**config.mk**
```make
export PLATFORM = sky130hd
export DESIGN_NAME = stopwatch_display_flat
export DESIGN_NICKNAME = d
export VERILOG_FILES = /design/src/rtl/stopwatch_display_if.sv /design/src/rtl/stopwatch_display.sv /design/src/flat_wrapper.sv
export SDC_FILE = /design/constraint.sdc
export NUM_CORES = 1
export LEC_CHECK = 0
export CAP_MARGIN = 20
export CORE_ASPECT_RATIO = 1.2
export CORE_MARGIN = 2
export CORE_UTILIZATION = 25
export CTS_CLUSTER_SIZE = 10
export DETAILED_ROUTE_END_ITERATION = 10
export GPL_TIMING_DRIVEN = 0
export REMOVE_ABC_BUFFERS = 1
export SLEW_MARGIN = 0
export SYNTH_ARGS = -nofsm -noshare
export SYNTH_HDL_FRONTEND = slang
export SYNTH_SLANG_ARGS = --single-unit
```
**constraint.sdc**
```tcl
create_clock -name clk_in -period 2.13 [get_ports clk_in]
set_input_delay 0.426 -clock clk_in [delete_from_list [all_inputs] [get_ports clk_in]]
set_output_delay 0.426 -clock clk_in [all_outputs]
set_load 0.02 [all_outputs]
```
**src/rtl/stopwatch_display_if.sv**
```systemverilog
// Display-side signal bundle for stopwatch_display: binary time and adjust
// controls in, active-low segment/anode drive out.
interface stopwatch_display_if;
    logic [5:0] minutes;
    logic [5:0] seconds;
    logic       adj;
    logic       sel;
    logic [6:0] seg;
    logic       dp;
    logic [3:0] an;

    // Upstream side: supplies time and adjust controls, observes display drive
    modport master (
        output minutes, seconds, adj, sel,
        input  seg, dp, an
    );

    // Display driver side
    modport slave (
        input  minutes, seconds, adj, sel,
        output seg, dp, an
    );
endinterface

```
**src/rtl/stopwatch_display.sv**
```systemverilog
// Four-digit multiplexed seven-segment driver for the stopwatch. Converts the
// binary minutes/seconds to BCD once per frame with a subtract-by-10 engine,
// scans the digits and blinks the field under adjustment.
module stopwatch_display #(
    parameter int SCAN_DIV  = 100000,
    parameter int BLINK_DIV = 25000000
) (
    input  logic                 clk_in,
    input  logic                 rst,
    stopwatch_display_if.slave   bus
);
    localparam int SCAN_W  = (SCAN_DIV  > 1) ? $clog2(SCAN_DIV)  : 1;
    localparam int BLINK_W = (BLINK_DIV > 1) ? $clog2(BLINK_DIV) : 1;

    typedef enum logic [2:0] {IDLE, LATCH, CONV_MIN, CONV_SEC, COMMIT} state_t;

    // Timebase
    logic [SCAN_W-1:0]  scan_cnt_q, scan_cnt_d;
    logic [1:0]         dig_q, dig_d;
    logic [BLINK_W-1:0] blink_cnt_q, blink_cnt_d;
    logic               blink_on_q, blink_on_d;
    logic               scan_tc, blink_tc, wrap;

    // Conversion engine
    state_t             state_q, state_d;
    logic               start_q, start_d;
    logic [5:0]         min_w_q, min_w_d, sec_w_q, sec_w_d;
    logic [3:0]         min_t_q, min_t_d, sec_t_q, sec_t_d;
    logic [15:0]        disp_q, disp_d;   // {min tens, min ones, sec tens, sec ones}

    // Output stage
    logic [3:0]         an_q, an_d;
    logic [6:0]         seg_q, seg_d;
    logic               dp_q, dp_d;
    logic [3:0]         cur_digit;
    logic               blank;

    function automatic logic [6:0] seg_decode(input logic [3:0] d);
        case (d)
            4'd0:    return 7'b1000000;
            4'd1:    return 7'b1111001;
            4'd2:    return 7'b0100100;
            4'd3:    return 7'b0110000;
            4'd4:    return 7'b0011001;
            4'd5:    return 7'b0010010;
            4'd6:    return 7'b0000010;
            4'd7:    return 7'b1111000;
            4'd8:    return 7'b0000000;
            4'd9:    return 7'b0010000;
            default: return 7'b1111111;
        endcase
    endfunction

    assign scan_tc  = (scan_cnt_q == SCAN_W'(SCAN_DIV - 1));
    assign blink_tc = (blink_cnt_q == BLINK_W'(BLINK_DIV - 1));
    assign wrap     = scan_tc && (dig_q == 2'd3);

    // Scan and blink counters advance every cycle
    always_comb begin
        scan_cnt_d  = scan_tc  ? '0 : scan_cnt_q + 1'b1;
        dig_d       = scan_tc  ? dig_q + 2'd1 : dig_q;
        blink_cnt_d = blink_tc ? '0 : blink_cnt_q + 1'b1;
        blink_on_d  = blink_tc ? ~blink_on_q : blink_on_q;
    end

    // Next-state logic for the conversion FSM
    always_comb begin
        // NOTE: every comb output gets a default first so no path leaves it unassigned (no latch).
        state_d = state_q;
        start_d = 1'b0;
        case (state_q)
            IDLE:     if (wrap || start_q)   state_d = LATCH;
            LATCH:                           state_d = CONV_MIN;
            CONV_MIN: if (min_w_q < 6'd10)   state_d = CONV_SEC;
            CONV_SEC: if (sec_w_q < 6'd10)   state_d = COMMIT;
            COMMIT:                          state_d = IDLE;
            default:                         state_d = IDLE;
        endcase
    end

    // FSM datapath actions: snapshot, subtract-by-10, commit to display register
    always_comb begin
        min_w_d = min_w_q;
        sec_w_d = sec_w_q;
        min_t_d = min_t_q;
        sec_t_d = sec_t_q;
        disp_d  = disp_q;
        case (state_q)
            LATCH: begin
                min_w_d = bus.minutes;
                sec_w_d = bus.seconds;
                min_t_d = 4'd0;
                sec_t_d = 4'd0;
            end
            CONV_MIN: if (min_w_q >= 6'd10) begin
                min_w_d = min_w_q - 6'd10;
                min_t_d = min_t_q + 4'd1;
            end
            CONV_SEC: if (sec_w_q >= 6'd10) begin
                sec_w_d = sec_w_q - 6'd10;
                sec_t_d = sec_t_q + 4'd1;
            end
            COMMIT: disp_d = {min_t_q, min_w_q[3:0], sec_t_q, sec_w_q[3:0]};
            default: ;
        endcase
    end

    // Digit select, blanking and segment decode ahead of the output flops
    always_comb begin
        case (dig_q)
            2'd0:    cur_digit = disp_q[3:0];
            2'd1:    cur_digit = disp_q[7:4];
            2'd2:    cur_digit = disp_q[11:8];
            default: cur_digit = disp_q[15:12];
        endcase
        // dig 2/3 are the minutes field (sel=0), dig 0/1 the seconds field (sel=1)
        blank = bus.adj && !blink_on_q && (dig_q[1] != bus.sel);
        an_d  = blank ? 4'b1111 : ~(4'b0001 << dig_q);
        seg_d = blank ? 7'b1111111 : seg_decode(cur_digit);
        dp_d  = blank ? 1'b1 : (dig_q != 2'd2);
    end

    // State, timebase, display register and output flops with synchronous reset
    always_ff @(posedge clk_in) begin
        // NOTE: sequential state uses <= so every flop samples pre-edge values.
        if (rst) begin
            scan_cnt_q  <= '0;
            dig_q       <= 2'd0;
            blink_cnt_q <= '0;
            blink_on_q  <= 1'b1;
            state_q     <= IDLE;
            start_q     <= 1'b1;
            disp_q      <= '0;
            an_q        <= 4'b1111;
            seg_q       <= 7'b1111111;
            dp_q        <= 1'b1;
        end else begin
            scan_cnt_q  <= scan_cnt_d;
            dig_q       <= dig_d;
            blink_cnt_q <= blink_cnt_d;
            blink_on_q  <= blink_on_d;
            state_q     <= state_d;
            start_q     <= start_d;
            disp_q      <= disp_d;
            an_q        <= an_d;
            seg_q       <= seg_d;
            dp_q        <= dp_d;
        end
    end

    // Conversion working registers
    always_ff @(posedge clk_in) begin
        // NOTE: no reset here on purpose; LATCH always loads these before they are read.
        min_w_q <= min_w_d;
        sec_w_q <= sec_w_d;
        min_t_q <= min_t_d;
        sec_t_q <= sec_t_d;
    end

    assign bus.an  = an_q;
    assign bus.seg = seg_q;
    assign bus.dp  = dp_q;
endmodule
```
**src/flat_wrapper.sv**
```systemverilog
// flat-port wrapper written by rule: the top's interface ports become plain ports
module stopwatch_display_flat 
#(
    parameter int SCAN_DIV  = 100000,
    parameter int BLINK_DIV = 25000000
)
  (clk_in, rst, bus_minutes, bus_seconds, bus_adj, bus_sel, bus_seg, bus_dp, bus_an);
  stopwatch_display_if bus_i ();
  input  logic clk_in;
  input  logic rst;
  input wire logic [$bits(bus_i.minutes)-1:0] bus_minutes;
  input wire logic [$bits(bus_i.seconds)-1:0] bus_seconds;
  input wire logic [$bits(bus_i.adj)-1:0] bus_adj;
  input wire logic [$bits(bus_i.sel)-1:0] bus_sel;
  output wire logic [$bits(bus_i.seg)-1:0] bus_seg;
  output wire logic [$bits(bus_i.dp)-1:0] bus_dp;
  output wire logic [$bits(bus_i.an)-1:0] bus_an;
  assign bus_i.minutes = bus_minutes;
  assign bus_i.seconds = bus_seconds;
  assign bus_i.adj = bus_adj;
  assign bus_i.sel = bus_sel;
  assign bus_seg = bus_i.seg;
  assign bus_dp = bus_i.dp;
  assign bus_an = bus_i.an;
  stopwatch_display #(.SCAN_DIV(SCAN_DIV), .BLINK_DIV(BLINK_DIV)) u_core (.clk_in(clk_in), .rst(rst), .bus(bus_i));
endmodule
```
# Yosys cells after proc, flatten, opt, wreduce, memory -nomap -nowiden
# Memory sizes are Yosys's and may differ from the RTL's. A register that Yosys moved wholly into a read port is not among the register bits.
# Cells that the tools add are included.
# totals
register_bits	90
mem_bits_ro	112
memories	1
word_cells	73
output_inout_bits	12
input_bits	16
# mem_list
memory	depth	word_bits	rd	rd_clocked_by_memory_dff	wr	line	rtl
(name not given)	16	7	1	1	0	stopwatch_display.sv:39	case (d)
# classes
eq_ne	16
n_shift	1
n_lt_le_gt_ge	4
n_mux	14
add_sub_neg	7
n_reduce_logical	15
bitwise_logic	2
# ops
operator	n
$add 25x1->25 const B	1
$eq 25x25->1 const B	1
$pmux 6 s2	2
$add 17x1->17 const B	1
$eq 17x17->1 const B	1
$pmux 4 s2	2
$ge 6x4->1 const B	2
$lt 6x4->1 const B	2
$mux 6	2
$pmux 3 s4	1
$pmux 4 s3	1
$sub 6x4->6 const B	2
$ne 2x1->1 const B	5
$mux 3	3
$add 4x1->4 const B	2
$mux 4	2
$eq 3x2->1 const B	2
$reduce_or 2->1	3
$eq 2x2->1 const B	2
$not 4->4	1
$reduce_and 2->1	2
$reduce_bool 2->1	2
$shl 1x2->4 const A	1
$eq 3x1->1 const B	1
13 further kinds	15

# Longest topological paths before layout
# Gate-level depths: netlist of the first run.
# depth
word_depth	5
ltp_mapped	9
depth_no_buf	9

# Worst setup path before layout of the first run
# OpenSTA, ideal clock, no wires.
# synth_path
path_type	register to register
start	reg u_core.state_q[1]
end	reg u_core.sec_t_q[0], enable pin
arrival_ns	1.588
setup_slack_ns	0.155
t_required_ns	1.743
path_buffers	1
path_stages_with_launch	5
synth_period_minus_slack_ns	1.975
setup_ns	0.387
cell_sequence	dfxtp_1 > nand2_1 > or2_2 > clkbuf_1 > o21ai_0
# synth_via
elab_chain_cells	3
elab_cells_between_ends	5
cone_classes	eq/ne: 3; reduce/logical: 2
# synth_lines
item	line	rtl
start, declared	stopwatch_display.sv:25	state_t state_q, state_d;
start signal, assigned	stopwatch_display.sv:142	state_q <= state_d;
$eq 3x2->1 or $eq 3x1->1 (tied branches)	stopwatch_display.sv:88	case (state_q)
$ne 2x1->1 (no source line) or $reduce_bool 2->1 (tied branches)	n/a	
$reduce_and 2->1 (no source line) *	n/a	
end signal, assigned	stopwatch_display.sv:157	sec_t_q <= sec_t_d;
end, declared	stopwatch_display.sv:28	logic [3:0] min_t_q, min_t_d, sec_t_q, sec_t_d;
# Mark *: on every way between the ends. The rest lies on a longest branch, timed or not.
# A chain may end at the register's enable or synchronous reset.

# Worst setup path in the final report of the first run
# layout_path
start	reg u_core.dig_q[1]
end	reg u_core.seg_q[4], in the netlist u_core.bus.seg[4]
# layout_via
elab_chain_cells	3
elab_cells_between_ends	7
cone_classes	eq/ne: 3; mux: 1; reduce/logical: 3
# layout_lines
item	line	rtl
start, declared	stopwatch_display.sv:19	logic [1:0] dig_q, dig_d;
start signal, assigned	stopwatch_display.sv:139	dig_q <= dig_d;
branches (longest 3 deep; another with $pmux 4 s3)	n/a	
end, declared	stopwatch_display.sv:33	logic [6:0] seg_q, seg_d;
# Several ways; the timed one is not identified.

==> results of run 1 <==
==> worst max path at each step <==
stage	start	endpoint	depth (start not counted)
after global routing	u_core.dig_q[1]	u_core.bus.seg[4]	6
after global placement	rst	u_core.bus.seg[2]	3
after CTS	u_core.dig_q[1]	u_core.bus.seg[5]	7
after floorplan	u_core.state_q[1]	u_core.sec_t_q[0]	3
after detailed placement	rst	u_core.bus.seg[2]	3
final	u_core.dig_q[1]	u_core.bus.seg[4]	9
==> routing by layer <==
metal | vias to the layer above | GRT usage, % | wire length (um)
met5 | - | 0 | 0
met4 | 0 | 5.11 | 226
met3 | 18 | 2.95 | 356
met2 | 49 | 16.1 | 4070
met1 | 1542 | 11.1 | 3940
li1 | 1706 | - | -
==> state kept, by name (all words and copies together) (netlist names), 2 cells and up <==
| signal | flops |
|---|---|
| u_core.sec_w_q | 6 |
| u_core.sec_t_q | 4 |
| u_core.state_q | 3 |
| u_core.blink_cnt_q | 25 |
| u_core.min_w_q | 6 |
| u_core.bus.seg | 7 |
| u_core.min_t_q | 4 |
| u_core.disp_q | 16 |
| u_core.dig_q | 2 |
| u_core.bus.an | 3 |
| u_core.scan_cnt_q | 17 |
==> stage by stage <==
step	TNS [ns]	util [%]	instances
detailed placement	-13.06	28.3	700
global route	-0.0263	30.3	718
CTS	0	30.1	715
finish	0	30.3	718
floorplan	0	-	455
global placement	-13.59	28.2	698
==> kinds of logic (layout without fill, tap and decap cells) <==
group / count (synthesis) / in the layout / share of synthesized area, %
flops: 96 / 96 / 48.7
buf+inv: 47 / 74 / 4.88
simple gates: 192 / 192 / 22.1
xor+xnor: 37 / 37 / 7.43
fa+ha+maj: 14 / 14 / 4.02
compound gates: 82 / 83 / 11.5
mux: 6 / 6 / 1.43
==> layout by cell type (no fill, tap or decap), drive strengths merged, types with 2 or more instances in the layout <==
cell type and instances:
a211oi 3, a21oi 34, a222oi 4, and2 4
and3 4, and4 4, buf 6, clkbuf 11
clkdlybuf4s50 26, clkinv 2, dfxtp 76, edfxtp 20
ha 14, inv 28, mux2 2, mux2i 4
nand2 64, nand3 19, nand4 14, nor2 44
nor3 6, nor3b 2, nor4 8, nor4b 2
o21ai 27, o31ai 9, or2 3, or3 8
or4 8, xnor2 20, xor2 17
==> cell type report <==
class	instances	area, um2	share of cell area, %
Timing Repair Buffer	33	318	6.17
Tap cell	216	270	5.24
Inverter	28	105	2.04
Clock buffer	11	243	4.71
Multi-Input combinational cell	332	2080	40.4
Clock inverter	2	10.0	0.194
Sequential cell	96	2130	41.3
==> what timing repair did <==
item	CTS	global route
pin swaps	2	2
hold buffers	0	0
hold endpoints to repair	0	0
resized for setup	8	8
gates cloned	1	0
setup buffers	1	3
endpoints found under the setup margin	37	48
==> worst max-delay path, cell delays in order (launching register included) <==
cell	delay, ns
dfxtp_2	0.39
inv_1	0.08
ha_2	0.21
a222oi_1	0.40
mux2i_2	0.19
inv_1	0.11
ha_1	0.17
inv_1	0.08
nor3_2	0.18
o21ai_0	0.10
==> where the power goes <==
group | internal (mW) | total (mW) | switching [mW]
Clock | 0.799 | 1.41 | 0.607
Combinational | 0.118 | 0.262 | 0.144
Sequential | 1.94 | 1.99 | 0.0529
Total | 2.86 | 3.66 | 0.804
==> impl_metrics.env, run 1 <==
export IMPL_slew_headroom_pct=39.2
export IMPL_grt_overflow=0
export IMPL_diodes=0
export IMPL_fin_area_mm2=0.00515
export IMPL_wirelength_mm=8.59
export IMPL_layout_drive_gt1_share_pct=8.17
export IMPL_rows=52
export IMPL_synth_cells=474
export IMPL_min_period_over_period_pct=95.8
export IMPL_syn_to_final_growth_pct=18.2
export IMPL_fin_crit_ns=2.04
export IMPL_clk_latency_ns=0.33
export IMPL_startpoint_type="flip-flop"
export IMPL_max_vdd_ir_drop_v=0.000291
export IMPL_wl_per_cell_um=12.0
export IMPL_numCtsBuffers=9
export IMPL_hold_viol=0
export IMPL_worst_slack_ns=0.0892
export IMPL_cellPowerDensity_mw_per_mm2=710
export IMPL_cp_end_kind="flip-flop"
export IMPL_hpwlAfterDp_mm=6.03
export IMPL_grt_max_degree=26
export IMPL_clockBufferDepth=2
export IMPL_grt_pass1_wl_mm=14.7
export IMPL_synth_edff_count=20
export IMPL_die_w_um=125
export IMPL_clkTransAtPathRegs_ns=0.06
export IMPL_reg2reg_from="u_core.dig_q[1]"
export IMPL_portBuffers=27
export IMPL_dr_pass1_iters=5
export IMPL_path_max_fanout=6
export IMPL_yosysSeqAreaShare_pct=48.7
export IMPL_antenna_found_initial=0
export IMPL_drtAntennaViolNets=0
export IMPL_cap_violations=0
export IMPL_post_synth_num_cell_types=45
export IMPL_fmax_mhz=490
export IMPL_gp_congestion=0.811
export IMPL_place_area_mm2=0.00481
export IMPL_async_flop_share_pct=0
export IMPL_status="completed"
export IMPL_yosysTopAreaCell="dfxtp_1"
export IMPL_crit_arrival_ns=2.23
export IMPL_place_ws_ns=-0.524
export IMPL_worstRegToRegCells=9
export IMPL_synth_top_area_share_pct=34.9
export IMPL_initial_core_util_pct=25.7
export IMPL_die_area_mm2=0.0185
export IMPL_whs_ns=0.442
export IMPL_whs_endpoint="u_core.blink_cnt_q[0]"
export IMPL_rrSetupSlack_ns=0.09
export IMPL_root_buffer="clkbuf_16"
export IMPL_first_iter_violations=223
export IMPL_ys_ff_latch=96
export IMPL_drc=0
export IMPL_crit_required_ns=2.32
export IMPL_grt_pass1_vias=3274
export IMPL_rsz0062_at_grt="yes"
export IMPL_cts_tree="built"
export IMPL_synth_yosys_warnings=0
export IMPL_slew_viol_final=0
export IMPL_track_usage_pct=9.63
export IMPL_setup_violations=0
export IMPL_core_area_mm2=0.0170
export IMPL_cts_htree_levels=3
export IMPL_synth_area_per_cell_um2=9.20
export IMPL_min_path_cells=1
export IMPL_clock_sinks=96
export IMPL_synth_area_mm2=0.00436
export IMPL_die_height_um=149
export IMPL_synth_most_common_cell="dfxtp_1"
export IMPL_vias_per_cell=4.62
export IMPL_leakage_nw=1.76
export IMPL_criticalPathCategory="flip-flop to flip-flop"
export IMPL_ys_top_cells_by_area="dfxtp_1 35%, edfxtp_1 14%, nand2_1 5.5%"
export IMPL_fill_cells=1711
export IMPL_num_nets_final=530
export IMPL_worst_pin_slew_ns=0.911
export IMPL_ios=28
export IMPL_fin_total_pwr_mw=3.66
export IMPL_vias=3315
export IMPL_yosys_most_used_dff="dfxtp_1"
export IMPL_skew_ns=0.00587
export IMPL_synthTopCellsByCount="76 x dfxtp_1, 64 x nand2_1, 44 x nor2_1"
export IMPL_min_from="u_core.blink_cnt_q[0]"
export IMPL_reg2reg_to="u_core.bus.seg[4]"
export IMPL_hp_class="flip-flop to flip-flop"
No activity file was read; power rests on OpenSTA's default activity.
==> inputs of run 2 (changes only) <==
Settings changed: CORE_UTILIZATION 25 to 35.
==> run 2 against run 1 <==
  * Cell area shrank 0.63%
  * Highest routed layer unchanged
  * Clock-buffer cell count fell by 1
  * Combinational power hardly changed
  * Hold slack worse by 0.0023 ns
  * Largest cell class unchanged
  * Clock power is essentially flat
  * Worst setup slack improved by 0.033 ns
  * Critical path depth fell by 2
  * Sequential share of layout area grew 0.31 points
  * Die area is 28% lower
==> impl_metrics.env, run 2 (synthesis results as in run 1) <==
export IMPL_status="completed"
export IMPL_place_ws_ns=-0.534
export IMPL_leakage_nw=1.77
export IMPL_drtAntennaViolNets=0
export IMPL_ios=28
export IMPL_cp_buffers_inverters=1
export IMPL_grt_pass1_wl_mm=14.1
export IMPL_final_cell_mix="74 x dfxtp_1, 64 x nand2_1, 44 x nor2_1"
export IMPL_wirelength_mm=8.29
export IMPL_vias_per_cell=5.00
export IMPL_track_usage_pct=12.9
export IMPL_root_buffer="clkbuf_16"
export IMPL_criticalPathCategory="flip-flop to flip-flop"
export IMPL_clkTransAtPathRegs_ns=0.06
export IMPL_layout_drive_gt1_share_pct=9.07
export IMPL_max_vdd_ir_drop_v=0.000358
export IMPL_slew_headroom_pct=36.9
export IMPL_grt_overflow=0
export IMPL_fin_crit_ns=2.01
export IMPL_critPathTopFamily="compound AO/OA/AOI/OAI gates"
export IMPL_fin_total_pwr_mw=3.67
export IMPL_grt_max_degree=26
export IMPL_hpwlAfterDp_mm=5.68
export IMPL_holdBufCountCts=0
export IMPL_min_period_over_period_pct=94.3
export IMPL_first_iter_violations=149
export IMPL_clock_sinks=96
export IMPL_path_cells="inv_1 > ha_2 > a222oi_1 > mux2i_2 > ha_1 > nor3_2 > o21ai_0"
export IMPL_skew_ns=0.00825
export IMPL_wl_per_cell_um=12.4
export IMPL_slew_viol_final=0
export IMPL_min_from="u_core.blink_cnt_q[0]"
export IMPL_fin_area_mm2=0.00512
export IMPL_cp_end_kind="flip-flop"
export IMPL_cts_tree="built"
export IMPL_drc=0
export IMPL_initial_core_util_pct=36.0
export IMPL_crit_required_ns=2.32
export IMPL_cap_violations=0
export IMPL_gp_congestion=0.821
export IMPL_top_register="u_core.blink_cnt_q"
export IMPL_finish_utilization_pct=42.3
export IMPL_die_height_um=126
export IMPL_cts_htree_levels=3
export IMPL_dr_pass1_iters=4
export IMPL_die_w_um=106
export IMPL_num_nets_final=532
export IMPL_rows=44
export IMPL_grt_pass1_vias=3223
export IMPL_portBuffers=27
export IMPL_crit_arrival_ns=2.20
export IMPL_startpoint_type="flip-flop"
export IMPL_clk_latency_ns=0.34
export IMPL_numCtsBuffers=9
export IMPL_crit_slowest_cell="a222oi_1"
export IMPL_vias=3343
export IMPL_reg2reg_from="u_core.dig_q[0]"
export IMPL_path_max_fanout=5
export IMPL_diodes=0
export IMPL_core_area_mm2=0.0121
export IMPL_die_area_mm2=0.0134
export IMPL_cpPeakStageDelay_ns=0.43
export IMPL_startpoint="u_core.dig_q[0]"
export IMPL_setup_violations=0
export IMPL_reg_top3="u_core.blink_cnt_q (25), u_core.scan_cnt_q (17), u_core.disp_q (16)"
export IMPL_worst_pin_slew_ns=0.946
export IMPL_place_area_mm2=0.00474
export IMPL_layout_commonest_cell="dfxtp_1"
export IMPL_clockBufferDepth=2
export IMPL_largest_reg_flops=25
export IMPL_worst_slack_ns=0.122
export IMPL_fmax_mhz=498
export IMPL_hp_class="flip-flop to flip-flop"
export IMPL_hold_viol=0
export IMPL_finalSetupTns_ns=0
export IMPL_antenna_found_initial=0
export IMPL_cellPowerDensity_mw_per_mm2=717
export IMPL_syn_to_final_growth_pct=17.4
## run 2: power breakdown
| group | internal (mW) | switching, mW | total, mW |
|---|---|---|---|
| sequential | 1.94 | 0.0522 | 1.99 |
| clock | 0.783 | 0.643 | 1.43 |
| combinational | 0.115 | 0.143 | 0.259 |
## run 2: through the flow
stage | hold slack, ns | instances
floorplan | 0.413 | 455
global route | 0.456 | 668
detailed placement | 0.436 | 645
CTS | 0.445 | 665
global placement | 0.421 | 643
finish | 0.439 | 668
## run 2: area by class of cell
type	instances	area [um2]
flip-flops and latches	96	2130
multi-input cells	332	2100
clock inverters	6	35.0
clock buffers	10	229
well taps	161	201
repair buffers	35	324
fillers	1168	6990
inverters	28	105
## run 2: per-layer routing
layer  GRT usage (%)  part of all wire, %
met1            15.4                   47
met2            21.4                   49
met3            3.99                  3.5
met4            5.73                 0.74
met5               0                    0
## run 2: worst paths after layout
path,endpoint,slack (ns),cells past startpoint
max,u_core.bus.seg[5],0.12,7
min,u_core.blink_cnt_q[0],0.44,1
min reg2reg,u_core.blink_cnt_q[0],0.44,1
max reg2reg,u_core.bus.seg[5],0.12,7
## run 2: what timing repair did
action,in CTS,in global routing
pin swaps,3,4
hold endpoints to repair,0,0
cloned,0,1
setup endpoints to repair,20,37
resized for setup,7,14
setup buffers,4,2
